$ cat src/rtl/run_detect_scheduler_if.sv
// Requester, detector and result signals for run_detect_scheduler.
// hit_pos exists only when RDS_EARLY_EXIT_EN is defined.
interface run_detect_scheduler_if #(
  parameter int unsigned NREQ    = 4,
  parameter int unsigned FRAME_W = 8,
  parameter int unsigned CNT_W   = 4,
  parameter int unsigned ID_W    = 2
);
  logic [NREQ-1:0]         req;
  logic [NREQ*FRAME_W-1:0] frame;
  logic [NREQ-1:0]         gnt;
  logic                    busy;
  logic                    det_rst;
  logic                    det_w;
  logic                    det_z;
  logic                    done;
  logic [ID_W-1:0]         done_id;
  logic [CNT_W-1:0]        hit_cnt;
`ifdef RDS_EARLY_EXIT_EN
  logic [7:0]              hit_pos;
`endif

  modport master (
    output req, frame, det_z,
`ifdef RDS_EARLY_EXIT_EN
    input  hit_pos,
`endif
    input  gnt, busy, det_rst, det_w, done, done_id, hit_cnt
  );

  modport slave (
    input  req, frame, det_z,
`ifdef RDS_EARLY_EXIT_EN
    output hit_pos,
`endif
    output gnt, busy, det_rst, det_w, done, done_id, hit_cnt
  );
endinterface

$ cat src/rtl/run_detect_scheduler.sv
// Round-robin scheduler sharing one serial run-length detector among NREQ requesters.
// Optional RDS_EARLY_EXIT_EN: stop at the first detector hit and report its bit position.
module run_detect_scheduler #(
  parameter int unsigned NREQ    = 4,
  parameter int unsigned FRAME_W = 8,
  parameter int unsigned CNT_W   = 4,
  parameter int unsigned ID_W    = 2
) (
  input  logic                  clke,
  input  logic                  rst,
  run_detect_scheduler_if.slave bus
);
  localparam int unsigned IDX_W = $clog2(FRAME_W + 1);
  localparam logic [CNT_W-1:0] CNT_MAX = '1;

  typedef enum logic [2:0] {IDLE, CLR, SHIFT, DONE, ABORT} state_t;

  state_t             state;
  logic [ID_W-1:0]    rr_ptr;
  logic [ID_W-1:0]    gidx;
  logic [ID_W-1:0]    gidx_inc;
  logic [FRAME_W-1:0] shreg;
  logic [IDX_W-1:0]   bit_idx;
  logic [CNT_W-1:0]   cnt;
  logic               pick_vld;
  logic [ID_W-1:0]    pick_idx;
  logic [FRAME_W-1:0] pick_frame;
  logic               gnt_live;
  logic               last_bit;
`ifdef RDS_EARLY_EXIT_EN
  logic [7:0]         hpos;
`endif

  // First requester at or above rr_ptr, wrapping NREQ-1 -> 0
  always_comb begin
    logic [NREQ-1:0]         req_sh;
    logic [NREQ*FRAME_W-1:0] frame_sh;
    int unsigned             j;
    pick_vld = 1'b0;
    pick_idx = '0;
    req_sh   = '0;
    j        = 0;
    for (int unsigned i = 0; i < NREQ; i++) begin
      j      = (32'(rr_ptr) + i) % NREQ;
      req_sh = bus.req >> j;
      if (!pick_vld && req_sh[0]) begin
        pick_vld = 1'b1;
        pick_idx = ID_W'(j);
      end
    end
    frame_sh   = bus.frame >> (32'(pick_idx) * FRAME_W);
    pick_frame = frame_sh[FRAME_W-1:0];
  end

  assign gnt_live = |(bus.req & bus.gnt);
  assign gidx_inc = (32'(gidx) == NREQ - 1) ? '0 : gidx + 1'b1;
  assign last_bit = (32'(bit_idx) == FRAME_W - 1);

  always_ff @(posedge clke) begin
    if (rst) begin
      state       <= IDLE;
      bus.gnt     <= '0;
      bus.busy    <= 1'b0;
      bus.det_rst <= 1'b1;
      bus.det_w   <= 1'b0;
      bus.done    <= 1'b0;
      bus.done_id <= '0;
      bus.hit_cnt <= '0;
      rr_ptr      <= '0;
      gidx        <= '0;
      shreg       <= '0;
      bit_idx     <= '0;
      cnt         <= '0;
`ifdef RDS_EARLY_EXIT_EN
      hpos        <= '0;
      bus.hit_pos <= '0;
`endif
    end else begin
      bus.done <= 1'b0;
      unique case (state)
        IDLE: begin
          bus.det_rst <= 1'b0;
          bus.det_w   <= 1'b0;
          if (pick_vld) begin
            state       <= CLR;
            bus.busy    <= 1'b1;
            bus.gnt     <= NREQ'(1) << pick_idx;
            gidx        <= pick_idx;
            shreg       <= pick_frame;
            bit_idx     <= '0;
            cnt         <= '0;
            bus.det_rst <= 1'b1;
          end
        end
        CLR, SHIFT: begin
          if (!gnt_live) begin
            // Granted requester withdrew: clear the detector and move on
            state       <= ABORT;
            bus.det_rst <= 1'b1;
            bus.det_w   <= 1'b0;
            bus.gnt     <= '0;
            rr_ptr      <= gidx_inc;
          end else if (state == CLR) begin
            state       <= SHIFT;
            bus.det_rst <= 1'b0;
            bus.det_w   <= shreg[FRAME_W-1];
          end else begin
            shreg     <= shreg << 1;
            bit_idx   <= bit_idx + 1'b1;
            bus.det_w <= shreg[FRAME_W-2];
`ifdef RDS_EARLY_EXIT_EN
            if (bus.det_z) begin
              state     <= DONE;
              bus.det_w <= 1'b0;
              cnt       <= CNT_W'(1);
              hpos      <= 8'(bit_idx);
            end else if (last_bit) begin
              state     <= DONE;
              bus.det_w <= 1'b0;
              hpos      <= 8'(FRAME_W);
            end
`else
            if (bus.det_z && cnt != CNT_MAX) cnt <= cnt + 1'b1;
            if (last_bit) begin
              state     <= DONE;
              bus.det_w <= 1'b0;
            end
`endif
          end
        end
        DONE: begin
          state       <= IDLE;
          bus.busy    <= 1'b0;
          bus.done    <= 1'b1;
          bus.hit_cnt <= cnt;
          bus.done_id <= gidx;
          bus.gnt     <= '0;
          rr_ptr      <= gidx_inc;
`ifdef RDS_EARLY_EXIT_EN
          bus.hit_pos <= hpos;
`endif
        end
        ABORT: begin
          state       <= IDLE;
          bus.busy    <= 1'b0;
          bus.det_rst <= 1'b0;
        end
        default: state <= IDLE;
      endcase
    end
  end
endmodule
$ cat src/flat_wrapper.sv
// flat-port wrapper written by rule: the top's interface ports become plain ports
module run_detect_scheduler_flat 
#(
  parameter int unsigned NREQ    = 4,
  parameter int unsigned FRAME_W = 8,
  parameter int unsigned CNT_W   = 4,
  parameter int unsigned ID_W    = 2
)
  (clke, rst, bus_req, bus_frame, bus_det_z, bus_gnt, bus_busy, bus_det_rst, bus_det_w, bus_done, bus_done_id, bus_hit_cnt);
  run_detect_scheduler_if #(.NREQ(NREQ), .FRAME_W(FRAME_W), .CNT_W(CNT_W), .ID_W(ID_W)) bus_i ();
  input  logic clke;
  input  logic rst;
  input wire logic [$bits(bus_i.req)-1:0] bus_req;
  input wire logic [$bits(bus_i.frame)-1:0] bus_frame;
  input wire logic [$bits(bus_i.det_z)-1:0] bus_det_z;
  output wire logic [$bits(bus_i.gnt)-1:0] bus_gnt;
  output wire logic [$bits(bus_i.busy)-1:0] bus_busy;
  output wire logic [$bits(bus_i.det_rst)-1:0] bus_det_rst;
  output wire logic [$bits(bus_i.det_w)-1:0] bus_det_w;
  output wire logic [$bits(bus_i.done)-1:0] bus_done;
  output wire logic [$bits(bus_i.done_id)-1:0] bus_done_id;
  output wire logic [$bits(bus_i.hit_cnt)-1:0] bus_hit_cnt;
  assign bus_i.req = bus_req;
  assign bus_i.frame = bus_frame;
  assign bus_i.det_z = bus_det_z;
  assign bus_gnt = bus_i.gnt;
  assign bus_busy = bus_i.busy;
  assign bus_det_rst = bus_i.det_rst;
  assign bus_det_w = bus_i.det_w;
  assign bus_done = bus_i.done;
  assign bus_done_id = bus_i.done_id;
  assign bus_hit_cnt = bus_i.hit_cnt;
  run_detect_scheduler #(.NREQ(NREQ), .FRAME_W(FRAME_W), .CNT_W(CNT_W), .ID_W(ID_W)) u_core (.clke(clke), .rst(rst), .bus(bus_i));
endmodule
$ cat config.mk
export PLATFORM = sky130hd
export DESIGN_NAME = run_detect_scheduler_flat
export DESIGN_NICKNAME = d
export VERILOG_FILES = /design/src/rtl/run_detect_scheduler_if.sv /design/src/rtl/run_detect_scheduler.sv /design/src/flat_wrapper.sv
export SDC_FILE = /design/constraint.sdc
export NUM_CORES = 1
export LEC_CHECK = 0
export CORE_AREA = 3 3 67 69
export DETAILED_ROUTE_END_ITERATION = 6
export DIE_AREA = 0 0 70 72
export GPL_ROUTABILITY_DRIVEN = 0
export HOLD_SLACK_MARGIN = 0.03
export PLACE_DENSITY = 0.83
export SETUP_SLACK_MARGIN = 0.05
export SLEW_MARGIN = 0
export SYNTH_ARGS = -nofsm -noshare
export SYNTH_HDL_FRONTEND = slang
export SYNTH_SLANG_ARGS = --single-unit
$ cat constraint.sdc
create_clock -name clke -period 5.1 [get_ports clke]
set_input_delay 1.02 -clock clke [delete_from_list [all_inputs] [get_ports clke]]
set_output_delay 1.02 -clock clke [all_outputs]
set_load 0.1 [all_outputs]
; ---- Word level (Yosys, flattened, before mapping)
; Index checks and enable logic that the tools add are counted.
[classes]
n_addsub = 6
n_eq_ne = 14
n_shift = 6
n_mux = 42
n_bitwise = 1
reduce_logical = 24
[op_table]
columns = cell, count
row1 = $mux W4, 8
row2 = $shr A32 B5 Y8, 1
row3 = $mux W8, 3
row4 = $pmux W4 S2, 2
row5 = $pmux W8 S2, 1
row6 = $shr A4 B2 Y1, 4
row7 = $mux W1, 12
row8 = $mux W2, 6
row9 = $mux W3, 4
row10 = $pmux W4 S3, 1
row11 = $reduce_and A2 Y1, 5
row12 = $add A4 B1 Y4 const B, 2
row13 = $ne A4 B4 Y1 const B, 2
row14 = $eq A3 B2 Y1 const B, 2
row15 = $ne A2 B1 Y1 const B, 3
row16 = $pmux W3 S2, 1
row17 = $reduce_bool A2 Y1, 3
row18 = $reduce_bool A3 Y1, 2
row19 = $reduce_and A5 Y1, 1
row20 = $add A2 B1 Y2 const B, 2
row21 = $add A2 B2 Y2 const B, 2
row22 = $and A4 B4 Y4, 1
row23 = $eq A4 B3 Y1 const B, 1
row24 = $logic_and A1 B1 Y1, 4
row25 = 15 further kinds, 20
[totals]
ff_bits = 37
in_bits = 39
out_inout_bits = 14
elab_cells = 106

; ---- Logic depth before layout (Yosys ltp)
[depth]
ltp_word = 14
ltp_mapped = 8
mapped_depth_nobuf = 7

; ---- Least setup slack after synthesis
; Ideal clock, no wire load.
[synth_path]
path_kind = input to register
start = input bus_req[1]
end = register u_core.bus.gnt[2]
arrival_ns = 2.337
required_time_ns = 4.972
path_slack_ns = 2.636
cell_stages = 7
n_path_buf = 1
cell_sequence = buf_6 -> a22o_1 -> or2_1 -> a21o_1 -> a221o_1 -> a32oi_1 -> nor2_1
[synth_via]
elab_chain_cells = 14
[synth_lines]
columns = item, line_no
row1 = "start, declared", flat_wrapper.sv:13  ; input wire logic [$bits(bus_i.req)-1:0] bus_req;
row2 = $shr A4 B2 Y1, run_detect_scheduler.sv:45  ; req_sh = bus.req >> j;
row3 = $mux W1, run_detect_scheduler.sv:46  ; if (!pick_vld && req_sh[0]) begin
row4 = $logic_not A1 Y1, run_detect_scheduler.sv:46
row5 = $logic_and A1 B1 Y1, run_detect_scheduler.sv:46
row6 = $mux W1, run_detect_scheduler.sv:46
row7 = $logic_not A1 Y1, run_detect_scheduler.sv:46
row8 = $logic_and A1 B1 Y1, run_detect_scheduler.sv:46
row9 = $mux W1, run_detect_scheduler.sv:46
row10 = $logic_not A1 Y1, run_detect_scheduler.sv:46
row11 = $logic_and A1 B1 Y1, run_detect_scheduler.sv:46
row12 = $mux W2, run_detect_scheduler.sv:46
row13 = $shl A1 B2 Y4, run_detect_scheduler.sv:87  ; bus.gnt <= NREQ'(1) << pick_idx;
row14 = $mux W4, run_detect_scheduler.sv:84  ; if (pick_vld) begin
row15 = $pmux W4 S3, run_detect_scheduler.sv:80  ; unique case (state)
row16 = "end signal, assigned", run_detect_scheduler.sv:87
row17 = "end, declared", run_detect_scheduler_if.sv:36  ; output gnt, busy, det_rst, det_w, done, done_id, hit_cnt
; Parallel ways exist; a longest one is shown, timed or not. The select of a mux whose other input is x is not followed.
; A chain may end at the register's enable or synchronous reset.

; ---- Final worst setup path
[layout_path]
start = input bus_req[0]
end = register u_core.shreg[4]
[layout_via]
elab_chain_cells = 14
[layout_lines]
columns = item, line_no
row1 = $shr A4 B2 Y1, run_detect_scheduler.sv:45
row2 = $mux W1, run_detect_scheduler.sv:46
row3 = $logic_not A1 Y1, run_detect_scheduler.sv:46
row4 = $logic_and A1 B1 Y1, run_detect_scheduler.sv:46
row5 = $mux W1, run_detect_scheduler.sv:46
row6 = $logic_not A1 Y1, run_detect_scheduler.sv:46
row7 = $logic_and A1 B1 Y1, run_detect_scheduler.sv:46
row8 = $mux W1, run_detect_scheduler.sv:46
row9 = $logic_not A1 Y1, run_detect_scheduler.sv:46
row10 = $logic_and A1 B1 Y1, run_detect_scheduler.sv:46
row11 = $mux W2, run_detect_scheduler.sv:46
row12 = $shr A32 B5 Y8, run_detect_scheduler.sv:51  ; frame_sh = bus.frame >> (32'(pick_idx) * FRAME_W);
row13 = $mux W8, run_detect_scheduler.sv:84
row14 = $pmux W8 S2, run_detect_scheduler.sv:80
row15 = "end signal, assigned", run_detect_scheduler.sv:89  ; shreg <= pick_frame;
row16 = "end signal, assigned", run_detect_scheduler.sv:108  ; shreg <= shreg << 1;
row17 = "end, declared", run_detect_scheduler.sv:22  ; logic [FRAME_W-1:0] shreg;
; Parallel ways exist; a longest one is shown, timed or not. The select of a mux whose other input is x is not followed.

==> metrics.md <==
| Metric | Value |
|---|---|
| Die Y | `72 microns` |
| Root buffer selected by CTS | `sky130_fd_sc_hd__clkbuf_8` |
| Tightest Pin Transition | `0.990 ns` |
| Class of the most critical setup path | `in2reg` |
| Pin count of the biggest net entering global routing | `32` |
| Routed via count | `1846` |
| Status | `complete, no violations` |
| Startpoint of the worst hold path | `u_core.gidx[1]$_SDFFE_PP0P_` |
| Clock Sinks | `37` |
| # Post-CTS Setup Buffers | `0` |
| Clock slew at the register clock pins of the worst setup and hold paths | `0.07 ns` |
| Final antenna-violating net count | `0` |
| Maximum ir drop on the vdd rail | `0.147 mV` |
| Via count of the first global-routing pass | `1724` |
| Fraction of the mapped netlist area in adder cells | `1.81%` |
| CTS H-Tree Depth | `2` |
| TritonCTS clock tree | `done` |
| Gate count of the mapped netlist | `229` |
| GRT Total Usage | `19.0%` |
| Vias per std cell | `5.70` |
| Routed Wire Length | `4710 microns` |
| Post-detailed-placement cell area | `2510 sq um` |
| Minimum setup slack among reg-to-reg paths | `2.99 ns` |
| GR Layer Usage met1 | `24.8%` |
| Number of maximum-capacitance constraint violations | `0` |
| Largest family of logic cells by synthesized area | `compound AO/OA/AOI/OAI gates` |
| Number of buffers added on ports | `52` |
| Synthesized-area fraction occupied by ao, oa, aoi and oai cells | `21.8%` |
| Peak Freq | `0.341 GHz` |
| Final-stage net count | `315` |
| Worst rel slew slack | `33.8%` |
| GR met3 Demand/Resource | `3.88%` |
| Number of buffers created by CTS | `5` |
| Horizontal die dimension | `70 microns` |
| Seq/Total Area, Yosys | `35.8%` |
| Clock Skews | `0.00678 ns` |
| Required time at the endpoint of the critical path | `5.28 ns` |
| Std-Cell Rows | `23` |
| Leakage Power | `1.02 nW` |
| Setup-violating endpoint count in the final report | `0` |
| I/O Pins | `53` |
| Count of instances resized after the clock tree is built | `0` |
| Quantity of hold-fixing buffers added after cts | `0` |
| Total count of hold-check failures in the final report | `0` |
| Final number of max-transition violations | `0` |
| Netlist area before placement | `2070 sq um` |
| Share of flip-flops with an asynchronous set or reset | `0%` |
| Worst Path Arrival | `3.11 ns` |
| Hold WC Path Type | `reg2reg` |
| Most Used Layer, Global Route | `met2` |
| Clock latency on the worst-skew pair | `0.28 ns` |
| Setup repair after global routing missed its margin | `no` |
| Post-synth EDFFs | `0` |
| Final worst-path cycle share | `57.4%` |
| Crit path launch type | `input port` |
| Wire length of the first global-routing pass | `7830 microns` |
| Detailed placement HPWL | `3560 microns` |
| Final-layout fill cell count | `341` |
| Xor and xnor area share after synthesis | `1.27%` |
| Post-synthesis mux area share | `13.1%` |
| Number of antenna violations at the first check in global routing | `0` |
| Unique masters post-synth | `58` |
| Core region area | `3970 sq um` |
| Initial DRC count | `113` |
| Critical-path maximum fanout | `11` |
| Full die area | `5040 sq um` |
| RR Startpoint | `u_core.rr_ptr[1]$_SDFFE_PP0P_` |
| Crit path launch | `bus_req[0]` |
| M2 GR Usage | `31.2%` |
| Area share of and/or/nand/nor cells after synthesis | `18.1%` |
| Final sum of negative setup slack | `0 ns` |
| Routed len/inst | `14.5 microns` |
| Count of TritonRoute iterations in the first routing pass | `4` |
| Nets in the synthesized netlist | `271` |
| Synthesis-stage register bit count | `37` |
| Diodes inserted | `0` |
| Final Instance Area | `2590 sq um` |
| Layout area overhead | `25.3%` |
| Average cell area after synthesis | `9.04 sq um` |
| Most common library cell in the layout ignoring fill and taps | `sky130_fd_sc_hd__clkdlybuf4s50_1` |
| Initial Utilization | `52.1%` |
| Remaining Overflow, GRT | `0` |
| Maximum buffer depth of the clock tree | `2` |
| Yosys synthesis warning count | `0` |
| Final critical delay including setup and external delays | `2.93 ns` |
| Worst Setup End Kind | `flop` |
| Share of final-layout standard cells stronger than drive strength 1 | `7.30%` |
| Flip-flop cell with the highest count after synthesis | `sky130_fd_sc_hd__dfxtp_1` |
| Top library cells by usage in the layout, fill and taps aside | `sky130_fd_sc_hd__clkdlybuf4s50_1 (52), sky130_fd_sc_hd__dfxtp_1 (37), sky130_fd_sc_hd__nor2_1 (36)` |
| Drt drc | `0` |
| Pwr Density | `302 nW/um^2` |
==> layout make-up <==
cell class	instances	area, sq um	share of cell area (%)
Clock buffer	8	80.1	3.09
Inverter	6	22.5	0.868
Multi-Input combinational cell	170	1160	44.7
Sequential cell	37	741	28.5
Tap cell	50	62.6	2.41
Timing Repair Buffer	53	528	20.3
==> kinds of logic (layout without fill, tap and decap cells) <==
kind of cell	Yosys count	after routing
adders and majority gates	3	3
DFF	37	37
xor gates and xnor gates	3	3
muxes	25	25
buffers and inverters	22	67
AOI/OAI and AO/OA	60	60
and+or+nand+nor	79	79
==> cell usage after synthesis (2+ instances only) <==
cell	count	area share, %
sky130_fd_sc_hd__dfxtp_1	37	36
sky130_fd_sc_hd__mux2_4	3	2.2
sky130_fd_sc_hd__mux2_1	2	1.1
sky130_fd_sc_hd__buf_6	5	2.7
sky130_fd_sc_hd__clkbuf_8	2	1.3
sky130_fd_sc_hd__nor3_1	10	2.4
sky130_fd_sc_hd__a21oi_1	12	2.9
sky130_fd_sc_hd__inv_1	5	0.91
sky130_fd_sc_hd__a22oi_1	8	2.9
sky130_fd_sc_hd__nor2_1	36	6.5
sky130_fd_sc_hd__buf_2	2	0.48
sky130_fd_sc_hd__mux2i_1	18	8.7
sky130_fd_sc_hd__o211ai_1	4	1.5
sky130_fd_sc_hd__a22o_1	2	0.85
sky130_fd_sc_hd__nor2b_1	2	0.60
sky130_fd_sc_hd__xor2_1	2	0.85
sky130_fd_sc_hd__a2111oi_0	2	0.85
sky130_fd_sc_hd__mux2_2	2	1.1
sky130_fd_sc_hd__nand3_1	6	1.5
sky130_fd_sc_hd__o41ai_1	3	1.3
sky130_fd_sc_hd__buf_8	2	1.5
sky130_fd_sc_hd__clkbuf_1	4	0.72
sky130_fd_sc_hd__ha_1	3	1.8
sky130_fd_sc_hd__or3_1	4	1.2
sky130_fd_sc_hd__or2_2	2	0.60
sky130_fd_sc_hd__nand2b_1	3	0.91
sky130_fd_sc_hd__a32o_1	5	2.4
sky130_fd_sc_hd__o22ai_1	2	0.60
sky130_fd_sc_hd__o21ai_1	2	0.48
sky130_fd_sc_hd__nand2_1	7	1.3
sky130_fd_sc_hd__o21ai_0	5	1.2
==> state kept, by name, indices dropped and copies added, names as in the netlist, 3 cells and up <==
signal and count:
u_core.cnt 4, u_core.shreg 8, u_core.state 3, u_core.bus.gnt 4, u_core.bus.hit_cnt 4, u_core.bit_idx 4
==> final timing paths <==
| check | end | cells past startpoint |
|---|---|---|
| hold / removal | u_core.gidx[1]$_SDFFE_PP0P_ | 2 |
| hold reg to reg | u_core.gidx[1]$_SDFFE_PP0P_ | 2 |
| setup / recovery | u_core.shreg[4]$_SDFFE_PP0P_ | 7 |
| setup reg to reg | u_core.shreg[2]$_SDFFE_PP0P_ | 5 |
==> critical path, stage by stage <==
cell and delay, ns:
sky130_fd_sc_hd__clkdlybuf4s50_1 0.57, sky130_fd_sc_hd__a21oi_1 0.20, sky130_fd_sc_hd__o21ai_0 0.09, sky130_fd_sc_hd__o2bb2a_1 0.62, sky130_fd_sc_hd__mux2i_1 0.27, sky130_fd_sc_hd__o211ai_1 0.10, sky130_fd_sc_hd__a32o_1 0.23
==> metrics by stage <==
| stage | std cells | hold WS, ns | util [%] | power [mW] | setup slack, ns |
|---|---|---|---|---|---|
| 6_report | 324 | 0.475 | 65.3 | 0.784 | 2.17 |
| 5_1_grt | 324 | 0.492 | 65.3 | 0.825 | 2.02 |
| 4_1_cts | 324 | 0.474 | 65.3 | 0.790 | 2.19 |
| 3_5_place_dp | 316 | 0.465 | 63.3 | 0.600 | 1.89 |
| 3_3_place_gp | 316 | 0.455 | 63.3 | 0.595 | 1.91 |
| 2_1_floorplan | 229 | 0.441 | - | 0.546 | 2.64 |
==> per-layer routing <==
metal	vias to the layer above	part of all wire, %
met3	7	4.1
met5	-	0
met2	50	49
li1	932	-
met4	0	1.6
met1	857	45
==> report_power, final <==
part	total [mW]	switching, mW	internal, mW
clock network	0.188	0.0909	0.0969
registers	0.343	0.0267	0.317
logic	0.253	0.146	0.107
total	0.784	0.263	0.520
No activity file was read; power rests on OpenSTA's default activity.
